**src/rtl/pc_gen_unit.sv**
```systemverilog
// -----------------------------------------------------------------------------
// pc_gen_unit
//
// Program-counter generator. Holds the architectural PC, offers it to the
// instruction fetch unit over a valid/ready handshake, then waits for the
// write-back unit to commit the instruction at that PC before computing the
// next PC from the commit mode (seq, jal, jalr, branch, csr/trap target).
// Computed targets that violate the configured instruction alignment are
// replaced by TRAP_VEC and flagged with a one-cycle misalign pulse.
//
// Optional feature macro: PC_GEN_PERF_EN
//   defined   -> commit_cnt / redirect_cnt performance counters are built
//   undefined -> both counter outputs are tied to zero, no counter flops
//
// Parameters:
//   XLEN       datapath and PC width
//   RESET_VEC  PC loaded on reset
//   TRAP_VEC   PC loaded when a computed target is misaligned
//   IALIGN     instruction alignment in bits (32 -> target[1:0], 16 -> target[0])
//
// Ports:
//   clk           in   clock, rising edge
//   rst           in   asynchronous active-high reset
//   pc            out  current PC
//   pc_valid      out  PC offered to the IFU
//   pc_ready      in   IFU accepts the PC
//   commit_valid  in   WBU commit of the instruction at pc
//   commit_ready  out  unit is able to take a commit
//   pc_sel        in   next-PC mode (001 jalr, 010 jal, 100 branch, 101 csr,
//                      110 seq, anything else holds the PC)
//   rs1_data      in   jalr base
//   imm_data      in   jal/jalr/branch offset
//   br_taken      in   branch condition result
//   csr_target    in   mtvec/mepc target
//   misalign      out  one-cycle pulse after a commit with a misaligned target
//   redirect_cnt  out  count of non-sequential PC changes
//   commit_cnt    out  count of accepted commits
// -----------------------------------------------------------------------------
module pc_gen_unit #(
  parameter int unsigned     XLEN      = 32,
  parameter logic [XLEN-1:0] RESET_VEC = 32'h8000_0000,
  parameter logic [XLEN-1:0] TRAP_VEC  = 32'h8000_0004,
  parameter int unsigned     IALIGN    = 32
) (
  input  logic            clk,
  input  logic            rst,
  output logic [XLEN-1:0] pc,
  output logic            pc_valid,
  input  logic            pc_ready,
  input  logic            commit_valid,
  output logic            commit_ready,
  input  logic [2:0]      pc_sel,
  input  logic [XLEN-1:0] rs1_data,
  input  logic [XLEN-1:0] imm_data,
  input  logic            br_taken,
  input  logic [XLEN-1:0] csr_target,
  output logic            misalign,
  output logic [31:0]     redirect_cnt,
  output logic [31:0]     commit_cnt
);

  localparam logic [2:0] SEL_JALR   = 3'b001;
  localparam logic [2:0] SEL_JAL    = 3'b010;
  localparam logic [2:0] SEL_BRANCH = 3'b100;
  localparam logic [2:0] SEL_CSR    = 3'b101;
  localparam logic [2:0] SEL_SEQ    = 3'b110;

  typedef enum logic {
    ST_ISSUE = 1'b0,
    ST_WAIT  = 1'b1
  } state_t;

  state_t          state_q, state_d;
  logic [XLEN-1:0] pc_q, pc_d;
  logic            misalign_q, misalign_d;

  logic [XLEN-1:0] seq_pc;
  logic [XLEN-1:0] jalr_sum;
  logic [XLEN-1:0] target;
  logic            check_align;
  logic            target_bad;
  logic            commit_fire;

  // Alignment test on a candidate target. With compressed instructions
  // (IALIGN=16) only bit 0 matters; otherwise the low two bits must be zero.
  function automatic logic addr_misaligned(input logic [XLEN-1:0] addr);
    if (IALIGN == 16) begin
      return addr[0];
    end else begin
      return |addr[1:0];
    end
  endfunction

  assign commit_fire = (state_q == ST_WAIT) && commit_valid;

  // Target selection. Arithmetic wraps modulo 2^XLEN by construction.
  always_comb begin
    seq_pc      = pc_q + XLEN'(4);
    jalr_sum    = rs1_data + imm_data;
    target      = pc_q;
    check_align = 1'b0;
    case (pc_sel)
      SEL_JALR: begin
        // Bit 0 is cleared before the alignment test, so with IALIGN=16 a
        // jalr target can never trap.
        target      = {jalr_sum[XLEN-1:1], 1'b0};
        check_align = 1'b1;
      end
      SEL_JAL: begin
        target      = pc_q + imm_data;
        check_align = 1'b1;
      end
      SEL_BRANCH: begin
        if (br_taken) begin
          target      = pc_q + imm_data;
          check_align = 1'b1;
        end else begin
          target      = seq_pc;
        end
      end
      SEL_CSR: begin
        target      = csr_target;
        check_align = 1'b1;
      end
      SEL_SEQ: begin
        target      = seq_pc;
      end
      default: begin
        // Hold: the same PC is simply reissued.
        target      = pc_q;
      end
    endcase
    target_bad = check_align && addr_misaligned(target);
  end

  // Issue/wait sequencing and PC update.
  always_comb begin
    state_d    = state_q;
    pc_d       = pc_q;
    misalign_d = 1'b0;
    case (state_q)
      ST_ISSUE: begin
        // pc is frozen here; commit_valid is ignored.
        if (pc_ready) begin
          state_d = ST_WAIT;
        end
      end
      ST_WAIT: begin
        // pc_ready is ignored here. A commit_valid held high is consumed
        // once because the state immediately returns to ISSUE.
        if (commit_valid) begin
          state_d    = ST_ISSUE;
          pc_d       = target_bad ? TRAP_VEC : target;
          misalign_d = target_bad;
        end
      end
      default: begin
        state_d = ST_ISSUE;
      end
    endcase
  end

  always_ff @(posedge clk or posedge rst) begin
    if (rst) begin
      state_q    <= ST_ISSUE;
      pc_q       <= RESET_VEC;
      misalign_q <= 1'b0;
    end else begin
      state_q    <= state_d;
      pc_q       <= pc_d;
      misalign_q <= misalign_d;
    end
  end

  assign pc           = pc_q;
  assign misalign     = misalign_q;
  // The state register already sits in ISSUE during reset; qualifying with
  // rst keeps the PC from being offered until reset is released.
  assign pc_valid     = (state_q == ST_ISSUE) && !rst;
  assign commit_ready = (state_q == ST_WAIT);

`ifdef PC_GEN_PERF_EN
  logic [31:0] commit_cnt_q, commit_cnt_d;
  logic [31:0] redirect_cnt_q, redirect_cnt_d;
  logic        redirect_fire;

  // A redirect is any commit that leaves the sequential path, including a
  // trap to TRAP_VEC caused by a misaligned target.
  assign redirect_fire = commit_fire &&
                         ((pc_sel == SEL_JAL) || (pc_sel == SEL_JALR) ||
                          (pc_sel == SEL_CSR) ||
                          ((pc_sel == SEL_BRANCH) && br_taken) ||
                          target_bad);

  always_comb begin
    commit_cnt_d   = commit_cnt_q;
    redirect_cnt_d = redirect_cnt_q;
    if (commit_fire) begin
      commit_cnt_d = commit_cnt_q + 32'd1;
    end
    if (redirect_fire) begin
      redirect_cnt_d = redirect_cnt_q + 32'd1;
    end
  end

  always_ff @(posedge clk or posedge rst) begin
    if (rst) begin
      commit_cnt_q   <= '0;
      redirect_cnt_q <= '0;
    end else begin
      commit_cnt_q   <= commit_cnt_d;
      redirect_cnt_q <= redirect_cnt_d;
    end
  end

  assign commit_cnt   = commit_cnt_q;
  assign redirect_cnt = redirect_cnt_q;
`else
  logic unused_fire;
  assign unused_fire  = commit_fire;
  assign commit_cnt   = '0;
  assign redirect_cnt = '0;
`endif

endmodule

```
**config.mk**
```make
export PLATFORM = sky130hd
export DESIGN_NAME = pc_gen_unit
export DESIGN_NICKNAME = d
export VERILOG_FILES = /design/src/rtl/pc_gen_unit.sv
export SDC_FILE = /design/constraint.sdc
export NUM_CORES = 1
export LEC_CHECK = 0
export BUFFER_PORTS_ARGS = -buffer_cell sky130_fd_sc_hd__clkbuf_2
export CAP_MARGIN = 30
export CORE_MARGIN = 5
export CORE_UTILIZATION = 45
export CTS_CLUSTER_DIAMETER = 100
export DETAILED_ROUTE_END_ITERATION = 8
export GPL_ROUTABILITY_DRIVEN = 1
export PLACE_DENSITY = 0.83
export SLEW_MARGIN = 25
export SYNTH_ARGS = -nofsm -noshare
export SYNTH_HDL_FRONTEND = slang
export SYNTH_SLANG_ARGS = --single-unit
export TNS_END_PERCENT = 50
```
**constraint.sdc**
```tcl
create_clock -name clk -period 3.3 [get_ports clk]
set_input_delay 0.825 -clock clk [delete_from_list [all_inputs] [get_ports clk]]
set_output_delay 0.825 -clock clk [all_outputs]
set_load 0.05 [all_outputs]
```
==> results.cfg <==
[status]
status = finished clean

[die]
initial_core_util_pct = 45.95
die_h_um = 129.1
core_area_sq_um = 13880
fp.dieArea_sq_um = 16660
ios = 203
die_x_um = 129.1
rows = 43

[worst_setup_path]
worstSetupEndpointType = flop
crit_required_ps = 3450
cp-start-kind = primary input
cp_top_family = compound AO/OA/AOI/OAI gates
worst_path_largest_cell_delay_ps = 380
regToRegStartpoint = pc[4]
critPathSlowestCell = fa_1
critPathMostFrequentCell = a21oi_1
reg2reg_depth = 10
cp.arrival_ps = 3260
r2r_end = pc[27]
path_cells = clkbuf_2 > and2_1 > fa_1 > a21oi_1 > nand4b_1 > a21oi_1 > nor3_1 > a21oi_2 > a31oi_1 > xnor2_1 > a222oi_1 > o221ai_1
critical_path_buf_inv_count = 1
cp_max_fo = 5
crit_type = primary input to flop
r2r_setup_slack_ps = 370

[synthesis]
synth_seq_cells = 34
synthFlopType = dfrtp_1
yosysSeqAreaShare_pct = 13.36
netlist_area_sq_um = 6379
synth_top_area_share_pct = 12.95
synth_cells = 833
yosysMostFrequentCell = a21oi_1
netlist_top_cells_count = a21oi_1 (82), buf_4 (65), ha_1 (62)
yosys_warnings = 0
synth_edf_count = 0
ys_types = 82
synth_top_cell_by_area = dfrtp_1
avgSynthCellArea_sq_um = 7.657
synthArstFlopShare_pct = 100.0
synth_area_leaders = dfrtp_1 (13%), ha_1 (12%), buf_4 (7.7%), a21oi_1 (6.4%), xnor2_1 (5.9%)

[placement]
dpl_cell_area_sq_um = 7198
gp_congestion = 0.9728
place_ws_ps = -107.6
hpwl_um = 17960
portBuffers = 138
dp_cells = 1150

[clocking]
cts-buffers-inserted = 5
htreeDepth = 2
clk_pin_slew_ps = 60
clock_latency_ps = 290
numClockSinks = 34
cts_root_buf = clkbuf_16
post_cts_buffers = 0
ctsLongestPathBuffers = 2
cts_tree = done

[grt]
grt_pass1_vias = 6734
grtUsageTotal_pct = 25.60
antenna_found_initial = 0
grt_max_degree = 25
grt_pass1_wl_um = 34500
globalRouteOverflowTotal = 0

[power]
power.leakage_nw = 3.572
irDropWorstVdd_uv = 235.9
p_per_area_nw_per_um2 = 490.5

[timing]
skew_ps = 6.312
setup_slack_ps = 187.6
clock.fmax_ghz = 0.3213
slew_viol_final = 0
fin_crit_ps = 3112
slew_headroom_pct = 51.61
tns_ps = 0
hold_viol_final = 0
setup_viol = 0
finalCritPeriodShare_pct = 94.31
worstMarginPinSlew_ps = 725.1
rsz0062_at_grt = false

[worst_hold_path]
hold_depth = 1
holdPathEnd = commit_ready
hp-class = flop to flop
worstHoldStart = commit_ready

[routing]
wire_per_inst_um = 19.26
finalWirelength_um = 22310
drtIter0Drc = 739
post-route-drc-count = 0
ant_nets = 0
first_pass_iters = 7
vias = 7059
viasPerCell = 6.096

[final_layout]
fin_util_pct = 52.96
fillCellCount = 1353
fin_area_sq_um = 7351
nets = 1145
diodes = 0
drive_gt1_share_pct = 21.17
area_growth_pct = 15.24
stdcell_count = 1158

[job]
drv_cap = 0
metrics by stage:
stage	hold slack (ps)	total power, mW
3_5_place_dp	557.1	3.054
4_1_cts	576.4	3.561
5_1_grt	592.9	3.815
6_report	573.5	3.606
3_3_place_gp	561.4	3.027
2_1_floorplan	775.4	2.510
registers in the layout, summed over array words and instances (netlist names):
register	cells
commit_ready	1
misalign	1
pc	32
logic make-up after synthesis:
group           share of synthesized area, %
xor+xnor                               10.16
simple gates                           18.75
buf+inv                                11.34
mux                                    1.412
compound gates                         32.13
other cells                          0.05879
flops                                  13.36
fa+ha+maj                              12.79
routing by layer:
layer / GRT usage, % / routed length [um]
met3: 5.029 / 2244
met5: 0 / 0
met4: 8.338 / 574
met1: 34.82 / 9476
met2: 40.88 / 10010
cells in the final DEF (no fill, tap or decap), drive strengths merged, types with 14 or more instances in the layout:
cell,instances
clkbuf,145
a21oi,84
conb,64
ha,62
nand2,62
o21ai,53
xnor2,43
nor2,42
buf,37
dfrtp,33
a21o,32
xor2,31
nand3,29
inv,24
nand4,21
and3,14
report_power, final:
| part | internal (mW) | switching (mW) | leakage (nW) | total (mW) |
|---|---|---|---|---|
| sequential | 0.514 | 0.193 | 0.444 | 0.707 |
| combinational | 0.836 | 1.57 | 3.05 | 2.40 |
| clock | 0.300 | 0.197 | 0.0739 | 0.497 |
| total | 1.65 | 1.96 | 3.57 | 3.61 |
how the worst max path moves through the flow:
| stage | from | slack (ps) | cells after the start | end |
|---|---|---|---|---|
| final | rs1_data[0] | 190 | 12 | pc[28] |
| after global routing | imm_data[0] | 40 | 12 | pc[16] |
| after CTS | rs1_data[0] | 180 | 12 | pc[18] |
| after detailed placement | rs1_data[0] | -110 | 12 | pc[18] |
| after floorplan | imm_data[2] | 330 | 10 | pc[27] |
| after global placement | imm_data[0] | -40 | 12 | pc[28] |
final cells by class:
type	instances	area [sq um]	share of cell area [%]
clock buffer	7	142.6	1.940
multi-input combinational	737	5067	68.94
tap	180	225.2	3.064
inverter	24	90.09	1.226
timing repair buffer	175	968.4	13.17
sequential	34	852.1	11.59
clock inverter	1	5.005	0.06809
repair_timing:
item | in CTS | in global routing
resized for setup | 0 | 1
hold buffers | 0 | 0
setup endpoints to repair | 0 | 1
Power figures use the tool's default switching activity.
